==> src/rtl/mem_stage.sv <==
// LA32R MEM stage: waits for the data-bus response of an issued load/store, extracts
// and extends load data, forwards results to WB and ID, and drops responses of flushed requests.
module mem_stage (
    input  logic         clk,
    input  logic         resetn,
    input  logic         ws_allowin,
    output logic         ms_allowin,
    input  logic         es_to_ms_valid,
    input  logic [194:0] es_to_ms_bus,
    input  logic         es_to_ms_req,
    input  logic         es_req_inflight,
    input  logic         data_sram_data_ok,
    input  logic [31:0]  data_sram_rdata,
    output logic         ms_to_ws_valid,
    output logic [194:0] ms_to_ws_bus,
    output logic [39:0]  ms_to_ds_bus,
    output logic         ms_ex,
    input  logic         ws_flush
);

    logic         ms_valid_q, ms_valid_d;
    logic [194:0] bus_q, bus_d;
    logic         req_q, req_d;
    logic         buf_valid_q, buf_valid_d;
    logic [31:0]  buf_data_q, buf_data_d;
    logic [1:0]   cancel_cnt_q, cancel_cnt_d;

    logic        res_from_mem, gr_we, mem_sign, adef, ine, sys, ale, csr_re, csr_we;
    logic        ertn, res_from_csr, brk;
    logic [4:0]  dest;
    logic [31:0] alu_result, mem_addr;
    logic [1:0]  mem_size, rdcnt_detail;

    assign res_from_mem = bus_q[194];
    assign gr_we        = bus_q[193];
    assign dest         = bus_q[192:188];
    assign alu_result   = bus_q[187:156];
    assign mem_size     = bus_q[123:122];
    assign mem_sign     = bus_q[121];
    assign adef         = bus_q[120];
    assign ine          = bus_q[119];
    assign sys          = bus_q[118];
    assign ale          = bus_q[117];
    assign csr_re       = bus_q[116];
    assign csr_we       = bus_q[115];
    assign ertn         = bus_q[36];
    assign res_from_csr = bus_q[35];
    assign brk          = bus_q[34];
    assign rdcnt_detail = bus_q[33:32];
    assign mem_addr     = bus_q[31:0];

    logic        wait_st, data_ok_live, ms_ready_go, reg_able;
    logic [31:0] word, load_val, final_result;
    logic [7:0]  byte_sel;
    logic [15:0] half_sel;
    logic [2:0]  cnt_sum;

    assign wait_st        = ms_valid_q & req_q & ~buf_valid_q;
    assign data_ok_live   = data_sram_data_ok & (cancel_cnt_q == 2'd0);
    assign ms_ready_go    = ~req_q | buf_valid_q | data_ok_live;
    assign ms_allowin     = ~ms_valid_q | (ms_ready_go & ws_allowin);
    assign ms_to_ws_valid = ms_valid_q & ms_ready_go;
    assign ms_ex          = ms_valid_q & (adef | ine | sys | ale | brk | ertn);

    always_comb begin
        word     = buf_valid_q ? buf_data_q : data_sram_rdata;
        byte_sel = word[7:0];
        half_sel = mem_addr[1] ? word[31:16] : word[15:0];
        unique case (mem_addr[1:0])
            2'd0: byte_sel = word[7:0];
            2'd1: byte_sel = word[15:8];
            2'd2: byte_sel = word[23:16];
            2'd3: byte_sel = word[31:24];
            default: byte_sel = word[7:0];
        endcase
        case (mem_size)
            2'b01:   load_val = {{24{mem_sign & byte_sel[7]}}, byte_sel};
            2'b10:   load_val = {{16{mem_sign & half_sel[15]}}, half_sel};
            default: load_val = word;
        endcase
        final_result = res_from_mem ? load_val : alu_result;
    end

    assign reg_able = ~(ms_valid_q & (res_from_csr | (rdcnt_detail != 2'd0) |
                                      (res_from_mem & ~ms_ready_go)));

    assign ms_to_ws_bus = {bus_q[194:188], final_result, bus_q[155:0]};
    assign ms_to_ds_bus = {reg_able, dest & {5{ms_valid_q & gr_we}}, final_result,
                           csr_we & ms_valid_q, (csr_re | csr_we) & ms_valid_q};

    always_comb begin
        ms_valid_d  = ms_valid_q;
        bus_d       = bus_q;
        req_d       = req_q;
        buf_valid_d = buf_valid_q;
        buf_data_d  = buf_data_q;
        if (ws_flush) begin
            ms_valid_d  = 1'b0;
            buf_valid_d = 1'b0;
            req_d       = 1'b0;
        end else if (ms_allowin) begin
            ms_valid_d  = es_to_ms_valid;
            buf_valid_d = 1'b0;
            req_d       = es_to_ms_valid & es_to_ms_req;
            if (es_to_ms_valid) begin
                bus_d = es_to_ms_bus;
            end
        end else if (wait_st & data_ok_live) begin
            // Response arrived while WB stalls: hold it so rdata may change underneath.
            buf_valid_d = 1'b1;
            buf_data_d  = data_sram_rdata;
        end

        // A live response consumed in the flush cycle needs no cancel slot.
        cnt_sum = {1'b0, cancel_cnt_q}
                - {2'b0, data_sram_data_ok & (cancel_cnt_q != 2'd0)}
                + {2'b0, ws_flush & wait_st & ~data_ok_live}
                + {2'b0, ws_flush & es_req_inflight};
        cancel_cnt_d = (cnt_sum > 3'd3) ? 2'd3 : cnt_sum[1:0];
    end

    always_ff @(posedge clk or negedge resetn) begin
        if (!resetn) begin
            ms_valid_q   <= 1'b0;
            bus_q        <= '0;
            req_q        <= 1'b0;
            buf_valid_q  <= 1'b0;
            buf_data_q   <= '0;
            cancel_cnt_q <= 2'd0;
        end else begin
            ms_valid_q   <= ms_valid_d;
            bus_q        <= bus_d;
            req_q        <= req_d;
            buf_valid_q  <= buf_valid_d;
            buf_data_q   <= buf_data_d;
            cancel_cnt_q <= cancel_cnt_d;
        end
    end

endmodule
==> config.mk <==
export PLATFORM = sky130hd
export DESIGN_NAME = mem_stage
export DESIGN_NICKNAME = d
export VERILOG_FILES = /design/src/rtl/mem_stage.sv
export SDC_FILE = /design/constraint.sdc
export NUM_CORES = 1
export LEC_CHECK = 0
export CAP_MARGIN = 20
export CORE_ASPECT_RATIO = 1.2
export CORE_MARGIN = 2
export CORE_UTILIZATION = 24
export CTS_CLUSTER_SIZE = 24
export DETAILED_ROUTE_END_ITERATION = 6
export GPL_TIMING_DRIVEN = 0
export PLACE_DENSITY = 0.54
export SYNTH_ARGS = -nofsm -noshare
export SYNTH_HDL_FRONTEND = slang
export SYNTH_SLANG_ARGS = --single-unit
export TNS_END_PERCENT = 10
==> constraint.sdc <==
create_clock -name clk -period 3.84 [get_ports clk]
set_input_delay 0.768 -clock clk [delete_from_list [all_inputs] [get_ports clk]]
set_output_delay 0.768 -clock clk [all_outputs]
set_load 0.005 [all_outputs]
==> impl_metrics.json, run 1 <==
{
  "outcome": "complete, no violations",
  "post-route-util": 0.383,
  "die_area_sq_um": 51700,
  "finalSetupViolations": 0,
  "netlist_area_sq_um": 12000,
  "stdcell_count": 2080,
  "ios": 473,
  "cts_tree": "done",
  "relSlewSlack": 0.566,
  "grt_max_degree": 105,
  "max_stage_delay_ps": 450,
  "worstSetupPathType": "primary input to output port",
  "syn_nets": 1155,
  "wl_per_cell_um": 20.0,
  "drv_cap": 0,
  "clk_latency_ps": 560,
  "gp_congestion": 0.857,
  "rsz0062_at_grt": "true",
  "start_util": 0.243,
  "route.detailed.drc": 0,
  "final_antenna_net_count": 0,
  "p_leak_uw": 0.00790,
  "ys_seq_elements": 232,
  "fp-row-count": 89,
  "die_width_um": 208,
  "syn-instance-count": 915,
  "root_buffer": "clkbuf_16",
  "htree_levels": 1,
  "dp.cells": 2026,
  "antenna_found_initial": 3,
  "vias_per_cell": 4.26,
  "vdd_drop_max_uv": 366,
  "fin_crit_ps": 3810,
  "grt_pass1_wl_um": 61800,
  "yosysUniqueCellTypes": 45,
  "cts_buffers": 29,
  "fin_crit_sh": 0.992,
  "io_buffers": 472,
  "cp.arrival_ps": 3040,
  "stdcell_area_sq_um": 18800,
  "hp-class": "primary input to asynchronous set/reset pin",
  "reg2reg_from": "ms_valid_q$_DFFE_PN0N_",
  "area_delta_synth_final_pct": 57.3,
  "drt_wl_total_um": 41600,
  "slew_violations": 0,
  "overflow": 0,
  "finalClockSkew_ps": 15.0,
  "yosys_warnings": 0,
  "layout.nets": 1662,
  "startpoint": "data_sram_rdata[15]",
  "whs_ps": 124,
  "clockBufferDepth": 3,
  "dp_hpwl_um": 32100,
  "grt_pass1_vias": 9544,
  "core_area_sq_um": 49200,
  "start_kind": "primary input",
  "seqCellArea_sq_um": 5810,
  "die_h_um": 249,
  "dpl-instance-area_sq_um": 17600,
  "path_cells": "clkdlybuf4s50_1, mux2_4, o221a_4, a31oi_4, buf_6, a21oi_2, buf_4, clkdlybuf4s50_1",
  "grt_use_total": 0.157,
  "clk_pin_slew_ps": 60,
  "syn_avg_cell_area_sq_um": 13.1,
  "worst_slew_pin_slew_ps": 651,
  "seq_area_frac_synth": 0.484,
  "vias": 8857,
  "clock-sinks": 232,
  "dpl_worst_slack_ps": -242,
  "critPathCaptureType": "output port",
  "power_density_nw_per_um2": 497,
  "cp_max_fo": 5,
  "worst_slack_ps": 31.6,
  "worstPathRequired_ps": 3070,
  "ff2ff_path_depth": 8,
  "max_freq_mhz": 263,
  "hold_viol": 0,
  "slowest_stage": "clkdlybuf4s50_1",
  "multi_input_area_sq_um": 4560,
  "filler_cell_count": 4857,
  "dr.pass1.iters": 4,
  "drive_above_1_share": 0.411,
  "critPathMostFrequentCell": "clkdlybuf4s50_1",
  "drt_first_iter_violations": 272
}
## layout make-up
type	instances	area share
Antenna cell	2	0.000266
Buffer	243	0.0979
Clock buffer	39	0.0442
Clock inverter	11	0.00823
Inverter	6	0.00119
Multi-Input combinational cell	431	0.242
Sequential cell	232	0.308
Tap cell	637	0.0423
Timing Repair Buffer	479	0.256
## power by group
group          total, uW  leakage (uW)  switching (uW)  internal [uW]
combinational       3390       0.00461            1150           2250
sequential          3100       0.00280             263           2830
clock               2870      0.000495            1110           1770
## per-stage QoR
stage	setup TNS, ps	total power, uW
after floorplan	0	4570
after global placement	-2110900	6410
after detailed placement	-2530	6450
after CTS	-165	9490
after global routing	-165	9860
final	0	9370
## worst max-delay path: cells and delay by family
kind | cells | cell delay [ps]
AOI/OAI and AO/OA | 3 | 720
buffers and inverters | 4 | 1240
muxes | 1 | 310
## synthesized netlist by cell type (all sizes together)
cell type  number  area, sq um
xor2            1         8.76
a21oi          24          131
a32oi           3         26.3
inv             6         22.5
nand4b          1         8.76
mux2          262         2950
nand3           2         10.0
nand3b          2         15.0
a41oi           3         26.3
dfrtp         232         5810
or4             1         7.51
o21ai           1         5.00
nor2b           3         18.8
o31a            1         8.76
nand2          17         63.8
o22ai          26          163
and2            2         12.5
mux4           19          428
nor3b           1         12.5
nand2b         14         87.6
fa              2         40.0
ha              3         37.5
nor3            2         10.0
nor2           10         37.5
a22oi           1         7.51
clkbuf         12         45.0
buf           234         1730
a31oi           2         18.8
o211ai          6         45.0
a221oi          4         41.3
o2bb2ai         1         8.76
o221a           1         11.3
a2111o          1         11.3
o21ba           1         10.0
o21a            3         22.5
and3            5         31.3
mux2i           5         50.1
o221ai          1         8.76
## timing repair
item                                    4_1_cts  5_1_grt
gates cloned                                  0        1
endpoints found under the setup margin       64       51
setup buffers                                 0        4
pin swaps                                     0        3
hold buffers                                  0        0
gates resized for setup                      40       31
## cell families (layout without fill, tap and decap cells)
logic type	after synthesis	in the layout	synth area share
compound gates	79	79	0.0455
xor+xnor	1	1	0.000731
fa+ha+maj	5	5	0.00647
buf+inv	252	778	0.150
flops	232	232	0.484
mux	286	286	0.286
other cells	0	2	0
simple gates	60	60	0.0263
## per-layer routing
metal | global-route usage | part of all wire
met1 | 0.178 | 0.38
met2 | 0.281 | 0.52
met3 | 0.0446 | 0.073
met4 | 0.0543 | 0.028
met5 | 0 | 0.00017
## flip-flops by register name, summed over array words and instances, names as in the netlist
name          count
req_q             1
cancel_cnt_q      2
buf_valid_q       1
bus_q           195
buf_data_q       32
ms_valid_q        1
## worst paths after layout
kind | end | slack, ps
worst max-delay path | ms_to_ws_bus[183] | 30
worst min-delay path | bus_q[141]$_DFFE_PN0P_ | 120
worst max register to register | cancel_cnt_q[1]$_DFF_PN0_ | 1180
worst min register to register | bus_q[64]$_DFFE_PN0P_ | 490
max in group asynchronous | bus_q[122]$_DFFE_PN0P_ | 2410
min in group clk | bus_q[64]$_DFFE_PN0P_ | 490
## layout by cell type (no fill, tap or decap), types with 3 or more instances in the layout
master,count
inv_1,5
o211ai_1,6
dfrtp_1,230
mux2i_1,5
clkbuf_1,6
nor2_1,9
a21oi_2,11
buf_4,216
and3_1,5
clkdlybuf4s50_1,470
o21a_1,3
clkbuf_8,9
nand2b_1,13
a32oi_1,3
clkbuf_16,29
buf_2,11
a21oi_1,11
o22ai_1,25
bufinv_16,4
clkinv_2,7
nand2_1,15
nor2b_1,3
mux4_2,19
mux2_1,19
buf_6,11
mux2_2,242
clkbuf_2,4
Note: power is estimated with default switching activity, not from simulation.
==> inputs of run 2 (changes only) <==
- CORE_MARGIN: 2 -> not set
==> run 2 against run 1 <==
Count of clock-buffer cells in the layout grew 4. Total power is 0.55% lower. Critical path type unchanged. Non-clock buffer count up 1. Final cell count is essentially flat. Die area shrank 1.8%. Critical path depth fell by 1. Utilization about the same.
==> impl_metrics.json, run 2 (synthesized netlist as in run 1, its figures left out) <==
{
  "start_util": 0.243,
  "drive_above_1_share": 0.410,
  "worstPathRequired_ps": 3070,
  "filler_cell_count": 4845,
  "crit_path_end": "ms_to_ws_bus[187]",
  "area_delta_synth_final_pct": 57.3,
  "antenna_cells": 0,
  "reg_top3": "bus_q x195, buf_data_q x32, cancel_cnt_q x2",
  "dp_hpwl_um": 31700,
  "clockBufferDepth": 3,
  "antenna_found_initial": 4,
  "clk_latency_ps": 570,
  "regMostFlops": "bus_q",
  "drt_first_iter_violations": 267,
  "grt_max_degree": 105,
  "drv_cap": 0,
  "startpoint": "data_sram_rdata[31]",
  "fin_crit_sh": 0.984,
  "die_area_sq_um": 50800,
  "gp_congestion": 0.861,
  "regToRegSetupSlack_ps": 1070,
  "die_width_um": 206,
  "final_antenna_net_count": 0,
  "dr.pass1.iters": 4,
  "outcome": "complete, no violations",
  "p_leak_uw": 0.00792,
  "start_kind": "primary input",
  "slew_violations": 0,
  "critPathCaptureType": "output port",
  "wl_per_cell_um": 19.9,
  "grt_pass1_wl_um": 60500,
  "cts_buffers": 29,
  "hold_viol": 0,
  "htree_levels": 1,
  "fin_crit_ps": 3780,
  "clock-sinks": 232,
  "max_freq_mhz": 265,
  "cp.arrival_ps": 3010,
  "worstSetupPathType": "primary input to output port",
  "drt_wl_total_um": 41400,
  "final_common_cell": "clkdlybuf4s50_1",
  "grt_use_total": 0.161,
  "worst_slew_pin_slew_ps": 693,
  "finalSetupViolations": 0,
  "fp-row-count": 89,
  "ff2ff_path_depth": 8,
  "route.detailed.drc": 0,
  "rsz0062_at_grt": "false",
  "root_buffer": "clkbuf_16",
  "reg2reg_from": "ms_valid_q$_DFFE_PN0N_",
  "power_density_nw_per_um2": 494,
  "vias_per_cell": 4.31,
  "relSlewSlack": 0.538,
  "clk_pin_slew_ps": 50,
  "io_buffers": 472,
  "cp_max_fo": 3,
  "final_cell_mix": "468 x clkdlybuf4s50_1, 243 x mux2_2, 231 x dfrtp_1, 217 x buf_4, 29 x clkbuf_16",
  "layout.nets": 1663,
  "postCtsHoldBufs": 0,
  "vias": 8967,
  "overflow": 0,
  "tns_ps": 0,
  "core_area_sq_um": 49200,
  "grt_pass1_vias": 9433,
  "post-route-util": 0.383,
  "vdd_drop_max_uv": 336,
  "die_h_um": 247,
  "largest_reg_flops": 195,
  "ios": 473,
  "hp-class": "primary input to asynchronous set/reset pin",
  "rr_endpoint": "cancel_cnt_q[1]$_DFF_PN0_",
  "finalClockSkew_ps": 16.0,
  "cts_tree": "done"
}
## run 2: stage by stage
step	setup WS [ps]	hold slack [ps]	power, uW	instance area, sq um	cells
floorplan	1100	459	4570	12000	915
global placement	-9150	468	6410	17500	2024
detailed placement	-224	476	6440	17600	2026
CTS	-11.2	97.2	9420	18700	2076
global route	3.04	118	9820	18800	2081
finish	60.1	113	9310	18800	2081
## run 2: what timing repair did
action                     4_1_cts  5_1_grt
resized for setup               46       24
setup endpoints to repair       64       33
setup buffers                    1        5
pin swaps                        1        5
## run 2: worst min-delay path by stage
stage                             endpoint  slack, ps  cells past startpoint
global route        bus_q[139]$_DFFE_PN0P_        120                      1
global placement     bus_q[14]$_DFFE_PN0P_        470                      1
detailed placement   bus_q[73]$_DFFE_PN0P_        480                      1
CTS                 bus_q[141]$_DFFE_PN0P_        100                      1
floorplan           bus_q[173]$_DFFE_PN0P_        460                      1
finish              bus_q[139]$_DFFE_PN0P_        110                      1
## run 2: cell type report
class,count,area [sq um],share of cell area
Buffer,243,1870,0.0992
Clock buffer,43,868,0.0461
Clock inverter,9,105,0.00558
Inverter,6,22.5,0.00119
Multi-Input combinational cell,431,4540,0.241
Sequential cell,232,5810,0.308
Tap cell,637,797,0.0423
Timing Repair Buffer,480,4840,0.257
## run 2: critical path: stages
cell             delay [ps]
clkdlybuf4s50_1         510
mux2_2                  200
o221a_4                 220
nand4b_1                230
a41oi_2                 410
buf_4                   170
clkdlybuf4s50_1         480
## run 2: report_power, final
part           internal, uW  leakage (uW)  switching [uW]
logic                  2260       0.00465            1160
registers              2830       0.00280             254
clock network          1690      0.000481            1120
## run 2: layer usage
layer	vias up	share of wire	track usage
met5	-	0.00031	0
met4	2	0.030	0.0560
met3	59	0.079	0.0432
met2	364	0.50	0.282
met1	4478	0.39	0.186
li1	4064	-	-
==> inputs of run 3 (changes only) <==
- HOLD_SLACK_MARGIN: not set -> 0.1
- clock period: 3.84 -> 3.91 ns (I/O delays scaled with it)
==> run 3 against run 2 <==
Utilization decreased by 0.31 points. Die area unchanged. Final area decreased by 0.80%. Sequential cell count unchanged. Routed wire length decreased by 0.47%. Combinational power decreased by 4%. Count of clock-buffer cells in the layout unchanged. First-iteration DRC count increased by 2.6%. Worst hold slack improved by 12 ps. Worst setup slack got worse by 38 ps. Largest power group unchanged. Sequential share of layout area increased by 0.24 points.
==> impl_metrics.json, run 3 (synthesized netlist as in run 1, its figures left out) <==
{
  "outcome": "complete, no violations",
  "vias_per_cell": 4.31,
  "cp.arrival_ps": 3110,
  "fin_crit_ps": 3890,
  "switching_share": 0.271,
  "grt_max_degree": 105,
  "rsz0062_at_grt": "true",
  "die_area_sq_um": 50800,
  "drive_above_1_share": 0.403,
  "dr.pass1.iters": 4,
  "clock-sinks": 232,
  "finalSetupViolations": 0,
  "root_buffer": "clkbuf_16",
  "postCtsHoldBufs": 0,
  "dpl_worst_slack_ps": -168,
  "dpl-instance-area_sq_um": 17600,
  "max_freq_mhz": 257,
  "finalClockSkew_ps": 16.4,
  "regMostFlops": "bus_q",
  "worst_slew_pin_slew_ps": 694,
  "fp-row-count": 89,
  "hold_viol": 0,
  "fin_crit_sh": 0.994,
  "worstPathRequired_ps": 3130,
  "grt_use_total": 0.160,
  "combPwrFrac": 0.363,
  "p_leak_uw": 0.00784,
  "clk_pin_slew_ps": 50,
  "antenna_found_initial": 4,
  "gp_congestion": 0.861,
  "start_kind": "primary input",
  "power_density_nw_per_um2": 486,
  "drt_first_iter_violations": 274,
  "relSlewSlack": 0.538,
  "vias": 8949,
  "post-route-util": 0.380,
  "ff2ff_path_depth": 8,
  "worstSetupPathType": "primary input to output port",
  "final_cell_mix": "471 x clkdlybuf4s50_1, 243 x mux2_2, 232 x dfrtp_1, 214 x buf_4, 29 x clkbuf_16",
  "grt_pass1_vias": 9404,
  "final_antenna_net_count": 0,
  "grt_pass1_wl_um": 60400,
  "dp_hpwl_um": 31700,
  "wl_per_cell_um": 19.9,
  "clkPwrFrac": 0.303,
  "htree_levels": 1,
  "stdcell_area_sq_um": 18700,
  "start_util": 0.243,
  "clk_latency_ps": 570,
  "layout.nets": 1658,
  "cp_max_fo": 10,
  "cts_buffers": 29,
  "hp-class": "primary input to asynchronous set/reset pin",
  "die_width_um": 206,
  "seq_power_share": 0.334,
  "area_delta_synth_final_pct": 56.0,
  "drv_cap": 0,
  "overflow": 0,
  "die_h_um": 247,
  "power.net_switching_uw": 2460,
  "largest_reg_flops": 195,
  "drt_wl_total_um": 41200,
  "reg_top3": "bus_q x195, buf_data_q x32, cancel_cnt_q x2",
  "critPathCaptureType": "output port",
  "intPower_uw": 6610,
  "final_common_cell": "clkdlybuf4s50_1",
  "antenna_cells": 0,
  "cts_tree": "done",
  "clockBufferDepth": 3,
  "route.detailed.drc": 0,
  "ios": 473,
  "slew_violations": 0,
  "vdd_drop_max_uv": 330,
  "worst_slack_ps": 22.0,
  "core_area_sq_um": 49200,
  "io_buffers": 472
}
==> run 3: cell count changes in the layout (fill, tap and decap cells not counted), sizes merged <==
cell / change
buf: -5
clkdlybuf4s50: +3
dlymetal6s2s: -3
==> run 3: timing repair <==
item / 4_1_cts / 5_1_grt
endpoints found under the setup margin: 63 / 27
buffers inserted: 1 / 0
cloned: 0 / 0
resized for setup: 35 / 14
pin swaps: 0 / 0
==> run 3: worst max-delay path, cell delays in order <==
cell	delay [ps]
clkdlybuf4s50_1	480
mux2_2	320
o221a_2	340
a31oi_4	250
buf_6	210
a21oi_1	130
buf_4	150
clkdlybuf4s50_1	430
==> run 3: worst paths after layout <==
kind | startpoint | endpoint | slack, ps
worst max-delay path | data_sram_rdata[15] | ms_to_ws_bus[174] | 20
worst min-delay path | resetn | bus_q[139]$_DFFE_PN0P_ | 120
worst max register to register | ms_valid_q$_DFFE_PN0N_ | cancel_cnt_q[1]$_DFF_PN0_ | 1140
worst min register to register | bus_q[73]$_DFFE_PN0P_ | bus_q[73]$_DFFE_PN0P_ | 480
max in group asynchronous | resetn | bus_q[120]$_DFFE_PN0P_ | 2510
min in group clk | bus_q[73]$_DFFE_PN0P_ | bus_q[73]$_DFFE_PN0P_ | 480
==> run 3: stage by stage <==
step / TNS, ps / std cells / power [uW] / hold WS [ps]
floorplan: 0 / 915 / 4490 / 459
global placement: -2102200 / 2024 / 6290 / 468
detailed placement: -1640 / 2026 / 6320 / 476
CTS: 0 / 2076 / 9230 / 111
global route: -226 / 2076 / 9580 / 132
finish: 0 / 2076 / 9080 / 125
==> run 3: final cells by class <==
class | instances | area [sq um]
multi-input cells | 431 | 4490
clock buffers | 43 | 868
repair buffers | 475 | 4790
fillers | 4851 | 30500
flip-flops and latches | 232 | 5810
plain buffers | 243 | 1820
well taps | 637 | 797
inverters | 6 | 22.5
clock inverters | 9 | 105
==> run 3: power by group through the flow <==
stage               logic [uW]  clock network, uW  registers (uW)
floorplan                 1510                  0            2980
global placement          3230                  0            3060
detailed placement        3260                  0            3060
CTS                       3330               2870            3040
global route              3540               2950            3090
finish                    3300               2750            3030
==> run 3: routing by layer <==
layer | GRT usage | part of all wire | routed length, um | vias up
li1 | - | - | - | 4054
met1 | 0.187 | 0.38 | 15800 | 4458
met2 | 0.281 | 0.50 | 20800 | 379
met3 | 0.0427 | 0.084 | 3440 | 56
met4 | 0.0545 | 0.029 | 1220 | 2
met5 | 0 | 0.00032 | 13 | -
